File: src/rtl/uart_rx_fifo.sv
// UART receiver with 3-sample majority voting and a first-word-fall-through receive FIFO.
// Define UART_RX_TIMEOUT_EN to enable the idle-timeout counter that drives rx_timeout.
module uart_rx_fifo #(
  parameter int DATA_W     = 8,
  parameter int FIFO_DEPTH = 16,
  parameter int CNT_W      = $clog2(FIFO_DEPTH + 1)
) (
  input  logic              clk,
  input  logic              rst_n,
  input  logic [15:0]       baud_div,
  input  logic [1:0]        parity_mode,
  input  logic              stop_bits,
  input  logic              uart_rxd,
  output logic [DATA_W-1:0] out_data,
  output logic              out_perr,
  output logic              out_ferr,
  output logic              out_valid,
  input  logic              out_ready,
  output logic [CNT_W-1:0]  fifo_count,
  output logic              overrun,
  input  logic              ovr_clr,
  output logic              rx_timeout
);

  // state    | meaning
  // IDLE     | line idle, waiting for a low level
  // START    | validating the start bit, glitches return to IDLE
  // DATA     | shifting in DATA_W bits, LSB first
  // PARITY   | checking the parity bit
  // STOP1    | first stop bit, push here for one stop bit
  // STOP2    | second stop bit, push here
  // BRK_WAIT | line still low after the frame, wait for it to go high
  localparam logic [2:0] S_IDLE   = 3'd0;
  localparam logic [2:0] S_START  = 3'd1;
  localparam logic [2:0] S_DATA   = 3'd2;
  localparam logic [2:0] S_PARITY = 3'd3;
  localparam logic [2:0] S_STOP1  = 3'd4;
  localparam logic [2:0] S_STOP2  = 3'd5;
  localparam logic [2:0] S_BRK    = 3'd6;

  localparam int AW = $clog2(FIFO_DEPTH);
  localparam int EW = DATA_W + 2;
  localparam int IW = (DATA_W > 1) ? $clog2(DATA_W) : 1;

  logic              rx_meta_q, rxs_q;
  logic [2:0]        state_q, state_d;
  logic [15:0]       cnt_q, cnt_d;
  logic [15:0]       b_q, b_d;
  logic [1:0]        par_q, par_d;
  logic              stop2_q, stop2_d;
  logic [IW-1:0]     bit_idx_q, bit_idx_d;
  logic [DATA_W-1:0] sh_q, sh_d;
  logic              v0_q, v0_d, v1_q, v1_d;
  logic              perr_q, perr_d, ferr_q, ferr_d;
  logic              push;
  logic [EW-1:0]     push_entry;

  logic [15:0] mid;
  logic        bit_end, is_s0, is_s1, is_dec, maj;

  assign mid     = {1'b0, b_q[15:1]};
  assign bit_end = (cnt_q == b_q - 16'd1);
  assign is_s0   = (cnt_q == mid - 16'd1);
  assign is_s1   = (cnt_q == mid);
  assign is_dec  = (cnt_q == mid + 16'd1);
  assign maj     = (v0_q & v1_q) | (v0_q & rxs_q) | (v1_q & rxs_q);

  always_comb begin
    state_d    = state_q;
    cnt_d      = cnt_q;
    b_d        = b_q;
    par_d      = par_q;
    stop2_d    = stop2_q;
    bit_idx_d  = bit_idx_q;
    sh_d       = sh_q;
    v0_d       = v0_q;
    v1_d       = v1_q;
    perr_d     = perr_q;
    ferr_d     = ferr_q;
    push       = 1'b0;
    push_entry = '0;

    if (state_q == S_IDLE || state_q == S_BRK) begin
      cnt_d = '0;
    end else begin
      cnt_d = bit_end ? 16'd0 : cnt_q + 16'd1;
      if (is_s0) v0_d = rxs_q;
      if (is_s1) v1_d = rxs_q;
    end

    case (state_q)
      S_IDLE: begin
        if (!rxs_q) begin
          state_d   = S_START;
          b_d       = (baud_div < 16'd4) ? 16'd4 : baud_div;
          par_d     = parity_mode;
          stop2_d   = stop_bits;
          bit_idx_d = '0;
          perr_d    = 1'b0;
          ferr_d    = 1'b0;
        end
      end
      S_START: begin
        if (is_dec && maj) begin
          state_d = S_IDLE;
          cnt_d   = '0;
        end else if (bit_end) begin
          state_d = S_DATA;
        end
      end
      S_DATA: begin
        if (is_dec) sh_d = {maj, sh_q[DATA_W-1:1]};
        if (bit_end) begin
          if (bit_idx_q == IW'(DATA_W - 1)) begin
            state_d = (par_q == 2'd1 || par_q == 2'd2) ? S_PARITY : S_STOP1;
          end else begin
            bit_idx_d = bit_idx_q + 1'b1;
          end
        end
      end
      S_PARITY: begin
        if (is_dec) perr_d = (^sh_q) ^ maj ^ (par_q == 2'd2);
        if (bit_end) state_d = S_STOP1;
      end
      S_STOP1: begin
        if (is_dec) begin
          if (!maj) ferr_d = 1'b1;
          if (!stop2_q) begin
            push       = 1'b1;
            push_entry = {ferr_q | ~maj, perr_q, sh_q};
            state_d    = rxs_q ? S_IDLE : S_BRK;
            cnt_d      = '0;
          end
        end
        if (bit_end && stop2_q) state_d = S_STOP2;
      end
      S_STOP2: begin
        if (is_dec) begin
          push       = 1'b1;
          push_entry = {ferr_q | ~maj, perr_q, sh_q};
          state_d    = rxs_q ? S_IDLE : S_BRK;
          cnt_d      = '0;
        end
      end
      S_BRK: begin
        if (rxs_q) state_d = S_IDLE;
      end
      default: state_d = S_IDLE;
    endcase
  end

  always_ff @(posedge clk) begin
    if (!rst_n) begin
      rx_meta_q <= 1'b1;
      rxs_q     <= 1'b1;
      state_q   <= S_IDLE;
      cnt_q     <= '0;
      b_q       <= 16'd4;
      par_q     <= '0;
      stop2_q   <= 1'b0;
      bit_idx_q <= '0;
      sh_q      <= '0;
      v0_q      <= 1'b1;
      v1_q      <= 1'b1;
      perr_q    <= 1'b0;
      ferr_q    <= 1'b0;
    end else begin
      rx_meta_q <= uart_rxd;
      rxs_q     <= rx_meta_q;
      state_q   <= state_d;
      cnt_q     <= cnt_d;
      b_q       <= b_d;
      par_q     <= par_d;
      stop2_q   <= stop2_d;
      bit_idx_q <= bit_idx_d;
      sh_q      <= sh_d;
      v0_q      <= v0_d;
      v1_q      <= v1_d;
      perr_q    <= perr_d;
      ferr_q    <= ferr_d;
    end
  end

  logic [EW-1:0]    mem_q [FIFO_DEPTH];
  logic [AW-1:0]    wr_ptr_q, rd_ptr_q;
  logic [CNT_W-1:0] count_q;
  logic             ovr_q;
  logic             full, pop, do_push, drop;
  logic [EW-1:0]    head;

  assign full    = (count_q == CNT_W'(FIFO_DEPTH));
  assign pop     = out_valid & out_ready;
  // A full FIFO still accepts a push when the head leaves in the same cycle.
  assign do_push = push & (~full | pop);
  assign drop    = push & full & ~pop;
  assign head    = mem_q[rd_ptr_q];

  always_ff @(posedge clk) begin
    if (do_push) mem_q[wr_ptr_q] <= push_entry;
  end

  always_ff @(posedge clk) begin
    if (!rst_n) begin
      wr_ptr_q <= '0;
      rd_ptr_q <= '0;
      count_q  <= '0;
      ovr_q    <= 1'b0;
    end else begin
      if (do_push) wr_ptr_q <= wr_ptr_q + 1'b1;
      if (pop)     rd_ptr_q <= rd_ptr_q + 1'b1;
      case ({do_push, pop})
        2'b10:   count_q <= count_q + 1'b1;
        2'b01:   count_q <= count_q - 1'b1;
        default: count_q <= count_q;
      endcase
      if (drop)         ovr_q <= 1'b1;
      else if (ovr_clr) ovr_q <= 1'b0;
    end
  end

  assign out_valid  = (count_q != '0);
  assign out_data   = out_valid ? head[DATA_W-1:0] : '0;
  assign out_perr   = out_valid & head[DATA_W];
  assign out_ferr   = out_valid & head[DATA_W+1];
  assign fifo_count = count_q;
  assign overrun    = ovr_q;

`ifdef UART_RX_TIMEOUT_EN
  logic [20:0] to_cnt_q;
  logic [20:0] to_lim;
  logic        to_flag_q;
  logic        start_edge;

  assign to_lim     = {b_q, 5'b0};
  assign start_edge = (state_q == S_IDLE) && !rxs_q;

  always_ff @(posedge clk) begin
    if (!rst_n) begin
      to_cnt_q  <= '0;
      to_flag_q <= 1'b0;
    end else if (start_edge || pop || !out_valid) begin
      to_cnt_q <= '0;
      if (start_edge || pop) to_flag_q <= 1'b0;
    end else if (state_q == S_IDLE) begin
      if (to_cnt_q != to_lim) to_cnt_q <= to_cnt_q + 21'd1;
      if (to_cnt_q == to_lim - 21'd1) to_flag_q <= 1'b1;
    end
  end

  assign rx_timeout = to_flag_q;
`else
  assign rx_timeout = 1'b0;
`endif

endmodule

File: config.mk
export PLATFORM = sky130hd
export DESIGN_NAME = uart_rx_fifo
export DESIGN_NICKNAME = d
export VERILOG_FILES = /design/src/rtl/uart_rx_fifo.sv
export SDC_FILE = /design/constraint.sdc
export NUM_CORES = 1
export LEC_CHECK = 0
export ABC_AREA = 1
export ABC_CLOCK_PERIOD_IN_PS = 4700
export BUFFER_PORTS_ARGS = -buffer_cell sky130_fd_sc_hd__buf_2
export CAP_MARGIN = 0
export CORE_MARGIN = 1.5
export CORE_UTILIZATION = 61
export DETAILED_ROUTE_END_ITERATION = 8
export HOLD_SLACK_MARGIN = 0.1
export PLACE_DENSITY = 0.79
export SLEW_MARGIN = 10
export SYNTH_ARGS = -nofsm -noshare
export SYNTH_HDL_FRONTEND = slang
export SYNTH_SLANG_ARGS = --single-unit
File: constraint.sdc
create_clock -name clk -period 4.7 [get_ports clk]
set_clock_uncertainty 0.1 [all_clocks]
set_input_delay 0.47 -clock clk [delete_from_list [all_inputs] [get_ports clk]]
set_output_delay 0.47 -clock clk [all_outputs]
set_load 0.05 [all_outputs]
# Yosys cells after proc, flatten, opt, wreduce, memory -nomap -nowiden
# Memory sizes are Yosys's and may differ from the RTL's. A register that Yosys moved wholly into a read port is not among the register bits.
# Cells that the tools add are included.
# classes
magnitude_cmp,1
reduce_logical,20
mux,48
bitwise_logic,20
addsub,9
n_eq_ne,29
# ops
cell,count
16-bit two-way mux,7
16-bit equality test,3
3-bit two-way mux,16
16-bit one-hot mux with 3 select lines,1
10-bit two-way mux,3
3-bit one-hot mux with 7 select lines,1
"2-bit inequality test, second input constant",10
10-bit one-hot mux with 2 select lines,1
"15-bit by 1-bit adder with 16-bit output, second input constant",1
"16-bit by 1-bit adder with 16-bit output, second input constant",1
16-bit by 15-bit equality test with 1-bit output,1
"16-bit by 3-bit less-than comparator with 1-bit output, second input constant",1
"15-bit by 1-bit subtractor with 16-bit output, second input constant",1
"16-bit by 1-bit subtractor with 16-bit output, second input constant",1
"3-bit equality test, second input constant",4
1-bit two-way mux,11
5-bit one-hot mux with 2 select lines,1
2-bit nonzero test,5
1-bit bitwise AND,9
"3-bit inequality test, second input constant",3
9-bit AND reduction,1
"4-bit by 1-bit adder with 4-bit output, second input constant",2
4-bit two-way mux,2
8-bit two-way mux,1
21 further kinds,40
# word_totals
mem_count,1
elab_cells,145
reg_bits,69
output_inout_bits,18
ramBits,160
# memory_table
name,words,width,read_ports,rd_ports_with_merged_regs,write_ports,line_no,text
mem_q,16,10,1,1,1,184,logic [EW-1:0] mem_q [FIFO_DEPTH];

# Longest topological paths before layout
# Gate-level depths: netlist of run 1.
# depth
depth_word,8
ltp_mapped,25
depth_no_buf,24

# Worst setup path before layout of run 1
# Ideal clock, no wire load.
# synth_timing
path_kind,flip-flop to flip-flop
start,"register count_q[0], in the netlist fifo_count[0]"
end,"register count_q[4], in the netlist fifo_count[4]"
path_buffers,0
setup_time_ns,0.117
period_less_slack_ns,3.183
slack_ns,1.517
arrival_time_ns,2.966
required_time_ns,4.483
path_stages_with_launch,20
cell_sequence,dfxtp_1 -> nor4_1 -> inv_1 -> nor2_1 -> inv_1 -> nand2_1 -> clkinv_1 -> o21ai_2 -> inv_1 -> ha_1 -> inv_1 -> o21bai_1 -> a31oi_1 -> inv_1 -> nand3_1 -> nand2_1 -> inv_1 -> nand3_1 -> nand2_1 -> nor2_1
# synth_via
elab_chain_len,6
# synth_rtl
item,line_no,text
"start, declared",186,logic [CNT_W-1:0] count_q;
"start signal, assigned",212,2'b10: count_q <= count_q + 1'b1;
"start signal, assigned",213,2'b01: count_q <= count_q - 1'b1;
"start signal, assigned",214,default: count_q <= count_q;
5-bit nonzero test (*),221,assign out_valid = (count_q != '0);
net out_valid,17,"output logic out_valid,"
1-bit bitwise AND (*),192,assign pop = out_valid & out_ready;
1-bit bitwise OR,194,assign do_push = push & (~full | pop);
1-bit bitwise AND,194,
2-bit by 1-bit equality test with 1-bit output or 2-bit equality test (tied branches),211,"case ({do_push, pop})"
5-bit one-hot mux with 2 select lines or 2-bit nonzero test (tied branches),--,
# The timed path passes the listed nets; every way through them passes the cells marked *.
# A chain may end at the register's enable or synchronous reset.

# Worst setup path in the final report of run 1
# layout_timing
start,register b_q[2]
end,memory mem_q[0][3] in the netlist's numbering (enable)
# layout_via
elab_chain_len,7
# layout_rtl
item,line_no,text
"start, declared",48,"logic [15:0] b_q, b_d;"
"start signal, assigned",158,b_q <= 16'd4;
"start signal, assigned",172,b_q <= b_d;
15-bit by 1-bit adder with 16-bit output (*),65,assign is_dec = (cnt_q == mid + 16'd1);
16-bit equality test (*),65,
1-bit two-way mux (on tied branches),"138, 126",
1-bit one-hot mux with 2 select lines (*),91,case (state_q)
1-bit bitwise AND (*),194,
1-bit two-way mux (*),199,if (do_push) mem_q[wr_ptr_q] <= push_entry;
1-bit two-way mux (implied by the code) (*),199,
"end, declared",184,
# Mark *: on every way between the ends. The rest lies on a longest branch, timed or not.

==> results.md, run 1 <==
- The flow ran to the end, and the final reports show no timing, DRC or antenna violations.
- The first detailed-routing pass ran for 7 iterations.
- The maximum level of the CTS H-tree is 1.
- The proportion of layout cells with a drive suffix above 1 is approximately a tenth.
- Net switching is 34.8% of the power.
- The overall track demand over capacity in global routing is between 20% and 30%.
- Yosys printed 0 warnings.
- The proportion of power drawn by the clock network is about a third.
- In this run the cell area of the synthesized design comes to roughly 12000 um2.
- The hold slack is 137 ps.
- Post-CTS timing repair inserted 0 buffers for setup.
- The first global-routing pass estimated 45100 um of wire.
- Setup violations remaining at the end of the flow were counted as 0.
- The part of the total power dissipated in combinational logic is between 20% and 30%.
- The cell with the largest stage delay on the worst path is sky130_fd_sc_hd__nor2_1.
- Entering global routing, the biggest net connects just over 80 pins.
- The post-synthesis net count is ~1400.
- The share of the Yosys chip area taken by registers is a little over half.
- Setup total negative slack on the finished layout was measured at 0 ps.
- Port buffering added 40 buffers.
- The critical path's top delay family is simple AND/OR/NAND/NOR gates.
- The I/O pin count is 42.
- The reported net switching power is between 0.0015 and 0.002 W.
- Traced cell by cell, the critical path runs through ha_1, nand3_2, clkinv_1, xor2_1, nand3_1, nor2_1, nand3_1, nor2_1, nand3_1, nor2_4, nand2_1, nor2_1.
- The final route contains around 9400 vias.
- The most common flop cell mapped by yosys is sky130_fd_sc_hd__edfxtp_1.
- The floorplan die area is between 15000 and 20000 um2.
- The signal arrival time at the worst endpoint is about 3900 ps.
- Dividing the detail-routed wire length by the instance count gives roughly 18 um.
- The clock passes through at most 3 buffers.
- The top achievable clock speed is 0.261 GHz.
- The post-route minimum period is 3830 ps.
- The clock insertion delay at the later pin of the skew report is roughly 520 ps.
- The number of sinks driven by the clock tree is ~230.
- The worst-case vdd ir drop is between 300 and 400 uV.
- The worst setup path is captured at a flop.
- The cell row count is 50.
- Summed over all cells, the static leakage comes to roughly 5.1 nW.
- TritonCTS built the clock tree.
- After layout, the worst path uses around four fifths of the clock period.
- The area of the core is 18700 um2.
- The worst setup path is launched from a flop.
- The cell type with the largest total area after synthesis is sky130_fd_sc_hd__edfxtp_1.
- The final count of pins violating max slew was 0.
- The internal power is between 0.003 and 0.004 W.
- The post-synthesis register bit count is between 200 and 250.
- The number of buffers and inverters on the critical path is 1.
- The repair_antennas step left the layout with diodes totalling 0.
- The final number of hold-violating endpoints is 0.
- The fraction of post-synthesis cell area in the top cell type by area is 41.4%.
- At the pin with the least slew margin, the transition time is approximately 1100 ps.
- The initial antenna violation count is 0.
- Buffers inserted to repair hold after CTS numbered 5.
- Power spread over the standard cell area amounts to between 400 and 500 nW/um2.
- After clock tree synthesis, the clock-pin slew on the worst setup and hold paths is 70 ps.
- Synthesis produced between 1000 and 1500 cells.
- The count of instances resized after the clock tree is built is 0.
- Counting flops with a built-in enable in the synthesized netlist gives 160.
- The number of global-route vias before repair is just under 9000.
- From synthesis to final layout, the design area changed by 10.2%.
- The number of clock buffers added by TritonCTS is 24.
- The power after layout is roughly 0.0057 W.
- In the routed design, unresolved DRC markers number 0.
- The detail route stage leaves a number of antenna-violating nets equal to 0.
- The fraction of power consumed by sequential logic is between 40 and 50%.
- The synthesized area divided by synthesized cell count is 8.80 um2.
- The root buffer selected by CTS is sky130_fd_sc_hd__clkbuf_16.
- The estimated wirelength of the detail-placed design is 19800 um.
- The path category of the worst min-delay check is input pin to flop.
- For the worst setup path, the data required time is roughly 4700 ps.
- After the first detailed-routing iteration, the DRC count stood at 922.
- After the last flow step, the layout net total stands at around 1400.
- From left edge to right edge, the die measures 141 um.
- The number of library cell types mapped by synthesis is ~50.
- Once the floorplan was initialized, standard cells occupied slightly above 60% of the core.
- Max-cap violations in this run came to 0.
- After synthesis, the share of flip-flops with an asynchronous set or reset is 0%.
- In this design, the stage delay of the slowest critical-path cell is approximately 720 ps.
- The category of the critical setup timing path is flop to flop.
- After detailed routing, the number of vias per cell comes to 5.88.
- From bottom edge to top edge, the die measures around 140 um.
- In this run the worst path has a maximum fanout of 11.
- After global routing the overflow that remains totals 0.
- Setup repair after global routing left no endpoint under its margin.
- At the end of routability-driven placement, the weighted congestion stood at about 0.97.
- Wires add up to about 29000 um.
- Yosys attributes the largest share of cell area to sky130_fd_sc_hd__edfxtp_1, sky130_fd_sc_hd__dfxtp_1, sky130_fd_sc_hd__nor2_1.
- The relative max-transition margin is about a quarter.
[cell usage after synthesis, types with 13 or more instances]
library cell,instances
sky130_fd_sc_hd__dfxtp_1,73
sky130_fd_sc_hd__clkbuf_1,37
sky130_fd_sc_hd__a21oi_1,51
sky130_fd_sc_hd__xor2_1,36
sky130_fd_sc_hd__nor2_1,224
sky130_fd_sc_hd__o21ai_0,115
sky130_fd_sc_hd__xnor2_1,14
sky130_fd_sc_hd__nand3_1,74
sky130_fd_sc_hd__nand4_1,19
sky130_fd_sc_hd__o221ai_1,30
sky130_fd_sc_hd__a211oi_1,13
sky130_fd_sc_hd__buf_2,15
sky130_fd_sc_hd__nand2_1,214
sky130_fd_sc_hd__inv_1,134
sky130_fd_sc_hd__edfxtp_1,160
sky130_fd_sc_hd__ha_1,15
[worst register-to-register path, cell delays in order (launching register included)]
cell and delay, ps:
sky130_fd_sc_hd__dfxtp_1 490, sky130_fd_sc_hd__ha_1 270, sky130_fd_sc_hd__nand3_2 160, sky130_fd_sc_hd__clkinv_1 140, sky130_fd_sc_hd__xor2_1 170, sky130_fd_sc_hd__nand3_1 90
sky130_fd_sc_hd__nor2_1 120, sky130_fd_sc_hd__nand3_1 80, sky130_fd_sc_hd__nor2_1 190, sky130_fd_sc_hd__nand3_1 400, sky130_fd_sc_hd__nor2_4 290, sky130_fd_sc_hd__nand2_1 210
sky130_fd_sc_hd__nor2_1 720
[registers in the layout, summed over array words and instances (netlist names), 4 cells and up, named ones only]
register,count
fifo_count,5
cnt_q,16
wr_ptr_q,4
sh_q,8
rd_ptr_q,4
b_q,16
mem_q,160
[path summary, 6_finish.rpt]
kind                   from     endpoint  slack (ps)  cells after the start
min          parity_mode[0]     par_q[0]         140                      3
min reg2reg       rx_meta_q        rxs_q         310                      1
max                  b_q[2]  mem_q[0][3]         870                     12
max reg2reg          b_q[2]  mem_q[0][3]         870                     12
[cells by family after synthesis]
group           Yosys count  synth area share, %
flops                   233                 54.0
compound gates          240                 12.3
xor+xnor                 53                 4.19
buf+inv                 199                 6.63
fa+ha+maj                17                 1.88
simple gates            575                 21.0
other cells               1               0.0323
[cell type report]
class / instances / area (um2)
fill: 1466 / 5910
clock buffer: 31 / 648
multi-input combinational: 886 / 4580
timing repair buffer: 58 / 348
inverter: 143 / 537
clock inverter: 13 / 120
sequential: 233 / 6270
tap: 234 / 293
[power by group through the flow]
stage / combinational, W / sequential, W / clock (W)
floorplan: 0.00108 / 0.00236 / 0
global placement: 0.00146 / 0.00235 / 0
detailed placement: 0.00148 / 0.00235 / 0
CTS: 0.00149 / 0.00230 / 0.00186
global route: 0.00166 / 0.00231 / 0.00193
finish: 0.00151 / 0.00231 / 0.00184
[stage by stage]
step	cells	setup slack, ps	util [%]	cell area (um2)
2_1_floorplan	1318	1520	-	11600
3_3_place_gp	1549	1080	64.0	12000
3_5_place_dp	1549	947	64.0	12000
4_1_cts	1598	902	68.4	12800
5_1_grt	1598	469	68.4	12800
6_report	1598	870	68.4	12800
[metal layers]
metal  GRT usage, %  part of all wire (%)  vias up  routed length, um
met5              0                     0        -                  0
met4           13.9                   4.8        0               1380
met3           3.53                   7.0       90               1990
met2           50.0                    47      425              13600
met1           37.3                    41     4371              11600
li1               -                     -     4515                  -
[placed cells by master, fill, tap and decap left out, types with 5 or more instances in the layout]
cell / count
sky130_fd_sc_hd__buf_4: 13
sky130_fd_sc_hd__nor2_1: 221
sky130_fd_sc_hd__nand2_1: 214
sky130_fd_sc_hd__nor2_2: 6
sky130_fd_sc_hd__ha_1: 15
sky130_fd_sc_hd__inv_2: 6
sky130_fd_sc_hd__inv_1: 134
sky130_fd_sc_hd__o21ai_0: 115
sky130_fd_sc_hd__o221ai_1: 30
sky130_fd_sc_hd__clkbuf_16: 25
sky130_fd_sc_hd__clkbuf_1: 6
sky130_fd_sc_hd__clkinv_2: 5
sky130_fd_sc_hd__o21ai_1: 5
sky130_fd_sc_hd__buf_2: 40
sky130_fd_sc_hd__a21oi_1: 50
sky130_fd_sc_hd__xnor2_1: 14
sky130_fd_sc_hd__edfxtp_1: 160
sky130_fd_sc_hd__dfxtp_1: 72
sky130_fd_sc_hd__nor4_1: 6
sky130_fd_sc_hd__dlygate4sd3_1: 5
sky130_fd_sc_hd__nand2_2: 6
sky130_fd_sc_hd__nand4_1: 19
sky130_fd_sc_hd__nor3_1: 12
sky130_fd_sc_hd__nor2_4: 6
sky130_fd_sc_hd__o22ai_1: 10
sky130_fd_sc_hd__a211oi_1: 13
sky130_fd_sc_hd__xor2_1: 36
sky130_fd_sc_hd__nand3_1: 74
(Power assumes the default switching activity.)
==> inputs of run 2 (changes only) <==
- ABC_CLOCK_PERIOD_IN_PS: 4700 -> 3700
- clock period: 4.7 -> 3.7 ns (I/O delays scaled with it)
==> results.md, run 2 (synthesized netlist as in run 1, its figures left out) <==
- The I/O pin count is 42 (unchanged).
- The register ranked first by flip-flop count is mem_q.
- The final number of hold-violating endpoints came to 0 (unchanged).
- In the layout the commonest cells are sky130_fd_sc_hd__nor2_1, sky130_fd_sc_hd__nand2_1, sky130_fd_sc_hd__edfxtp_1.
- The utilization after layout came to 70.2% (+1.8 points).
- The relative max-transition margin is 46.9% (+20 points).
- The least setup slack across all paths after layout is 307 ps (-563 ps).
- The worst-case vdd ir drop is 550 uV (+67%).
- The top achievable clock speed is 0.295 GHz (+13%).
- The number of buffers added by the clock tree synthesis step came to 24 (unchanged).
- The number of nets in the final layout came to 1427 (+3.0%).
- The worst setup slack before clock tree synthesis is 119 ps (-828 ps).
- The endpoint required time on the critical path is 4010 ps (-730 ps).
- The areal power density over the cells is 547 nW/um2 (+24%).
- The area of the core is 18700 um2 (unchanged).
- The vertical extent of the die is 141 um (unchanged).
- The overall track demand over capacity in global routing is 29.3% (+0.073 points).
- The number of DRC violations after detailed routing is 0 (unchanged).
- Setup repair after global routing left no endpoint under its margin.
- The transition time at the pin with the least slew margin came to 789 ps (-309 ps).
- The flip-flop count of the largest register after layout is 160 (unchanged).
- The worst setup path is launched from a flop.
- The final RePlAce weighted congestion is 1.03 (+5.7%).
- The clock slew seen by the registers of the worst setup and hold paths is 60 ps (about the same).
- The chip width is 141 um (unchanged).
- The maximum fanout along the worst path came to 9 (-2).
- The max capacitance violation total is 0 (unchanged).
- The final cycle utilization of the critical path is 91.7% (+10 points).
- The number of global-route vias before repair was 9212 (+4.4%).
- The initial core utilization is 62.0% (unchanged).
- The number of buffers between clock root and the deepest sink came to 3 (unchanged).
- The detailed-routing iteration count for the pre-antenna-repair pass is 5 (-2).
- The number of filler instances in the final layout was 1424 (-2.9%).
- The global-route wire length before repair came to 45800 um (+1.5%).
- The signal arrival time at the worst endpoint was 3700 ps (-170 ps).
- The static leakage came to 5.33 nW (+3.8%).
- The initial antenna violation count is 0 (unchanged).
- The area occupied by registers is 6270 um2 (about the same).
- The maximum level of the CTS H-tree is 1 (unchanged).
- The average detailed-routed wire length per instance was 17.2 um (-3.6%).
- The final count of pins violating max slew is 0 (unchanged).
- The proportion of layout cells with a drive suffix above 1 is 10.8% (+1.3 points).
- The aggregate negative setup slack is 0 ps (unchanged).
- The floorplan die area is 19900 um2 (unchanged).
- The antenna diode count was 0 (unchanged).
- The final global-route overflow total came to 0 (unchanged).
- The via density per instance was 5.82 (-1.1%).
- The sum of routed wire length over all layers came to 28200 um (-1.2%).
- The flow ran to the end, and the final reports show no timing, DRC or antenna violations.
- The area of the multi-input gates is 4580 um2 (about the same).
- Compared with the post-synthesis result, the final layout area differs by 13.1%.
- The pin count of the biggest net entering global routing was 57 (-30%).
- The violation count after the first detailed-routing iteration is 729 (-21%).
- The category of the critical setup timing path is flop to flop.
- The largest registers in the layout are mem_q: 160 flops, b_q: 16 flops, cnt_q: 16 flops.
- The leading cell type in the layout, fill and taps excluded is sky130_fd_sc_hd__nor2_1.
- The root buffer cell chosen for the clock tree is sky130_fd_sc_hd__clkbuf_16.
- The estimated wirelength of the detail-placed design is 19100 um (-3.3%).
- The via count of the routed design is 9528 (+1.4%).
- The number of sinks driven by the clock tree was 233 (unchanged).
- The worst hold path belongs to the class input pin to flop.
- The count of endpoints failing setup in the final report is 0 (unchanged).
- The cell row count is 50 (unchanged).
- The number of routed nets with antenna violations came to 0 (unchanged).
- STA classifies the critical path endpoint as a flop.
- TritonCTS built the clock tree.
- The post-route minimum period was 3390 ps (-437 ps).
- The clock insertion delay at the later pin of the skew report is 520 ps (about the same).
- The number of buffers added on ports was 40 (unchanged).
run 2: changes by cell type in the layout (fill, tap and decap cells not counted), sizes merged:
cell	before	now
clkbuf	31	34
dlygate4sd3	5	18
clkinv	11	7
buf	53	81
clkinvlp	3	2
inv	141	142
run 2: repair_timing:
| action | 4_1_cts | 5_1_grt |
|---|---|---|
| hold buffers | 18 | 0 |
| endpoints found under the setup margin | 0 | 1 |
| buffers inserted | 0 | 2 |
| resized for setup | 0 | 4 |
| endpoints found under the hold margin | 18 | 0 |
run 2: path summary, 6_finish.rpt:
check	start	end	slack [ps]	cells past startpoint
worst max-delay path	b_q[2]	fifo_count[4]	310	24
worst min-delay path	baud_div[7]	b_q[7]	150	3
worst max register to register	b_q[2]	fifo_count[4]	310	24
worst min register to register	rx_meta_q	rxs_q	330	1
run 2: final cells by class:
cell class	count	area share, %
timing repair buffer	99	5.24
multi-input combinational	886	34.9
clock inverter	9	0.753
tap	234	2.23
inverter	143	4.09
clock buffer	34	5.01
sequential	233	47.8
run 2: where the power goes:
group / internal (W) / switching [W]
registers: 0.00283 / 0.000130
logic: 0.000573 / 0.00134
clock network: 0.00132 / 0.000985
run 2: routing by layer:
layer	global-route usage, %	part of all wire, %	up-vias
met5	0	0	-
met4	13.7	4.8	0
met3	4.35	7.1	97
met2	50.5	48	408
met1	36.6	40	4432
li1	-	-	4591
run 2: metrics by stage:
stage / cell area [um2] / hold WS [ps] / instances / power [W]
after global routing: 13100 / 160 / 1638 / 0.00752
after floorplan: 11600 / 293 / 1318 / 0.00438
after global placement: 12200 / 296 / 1575 / 0.00482
final: 13100 / 146 / 1638 / 0.00718
after detailed placement: 12200 / 313 / 1575 / 0.00487
after CTS: 13100 / 107 / 1636 / 0.00717
run 2: worst max-delay path, cell delays in order (launching register included):
cell and delay (ps):
sky130_fd_sc_hd__dfxtp_2 410, sky130_fd_sc_hd__inv_1 80, sky130_fd_sc_hd__ha_1 290, sky130_fd_sc_hd__inv_1 40, sky130_fd_sc_hd__nand2_1 60, sky130_fd_sc_hd__nand2_1 50, sky130_fd_sc_hd__nor2_1 150, sky130_fd_sc_hd__nand3_1 90
sky130_fd_sc_hd__nor2_1 90, sky130_fd_sc_hd__nand3_1 130, sky130_fd_sc_hd__nor2_4 150, sky130_fd_sc_hd__nand2_2 130, sky130_fd_sc_hd__o21ai_4 190, sky130_fd_sc_hd__inv_1 100, sky130_fd_sc_hd__ha_1 300, sky130_fd_sc_hd__inv_1 110
sky130_fd_sc_hd__o21bai_1 100, sky130_fd_sc_hd__a31oi_1 230, sky130_fd_sc_hd__inv_1 60, sky130_fd_sc_hd__nand3_1 80, sky130_fd_sc_hd__nand2_1 60, sky130_fd_sc_hd__inv_1 80, sky130_fd_sc_hd__nand3_1 80, sky130_fd_sc_hd__nand2_1 70
sky130_fd_sc_hd__nor2_1 40
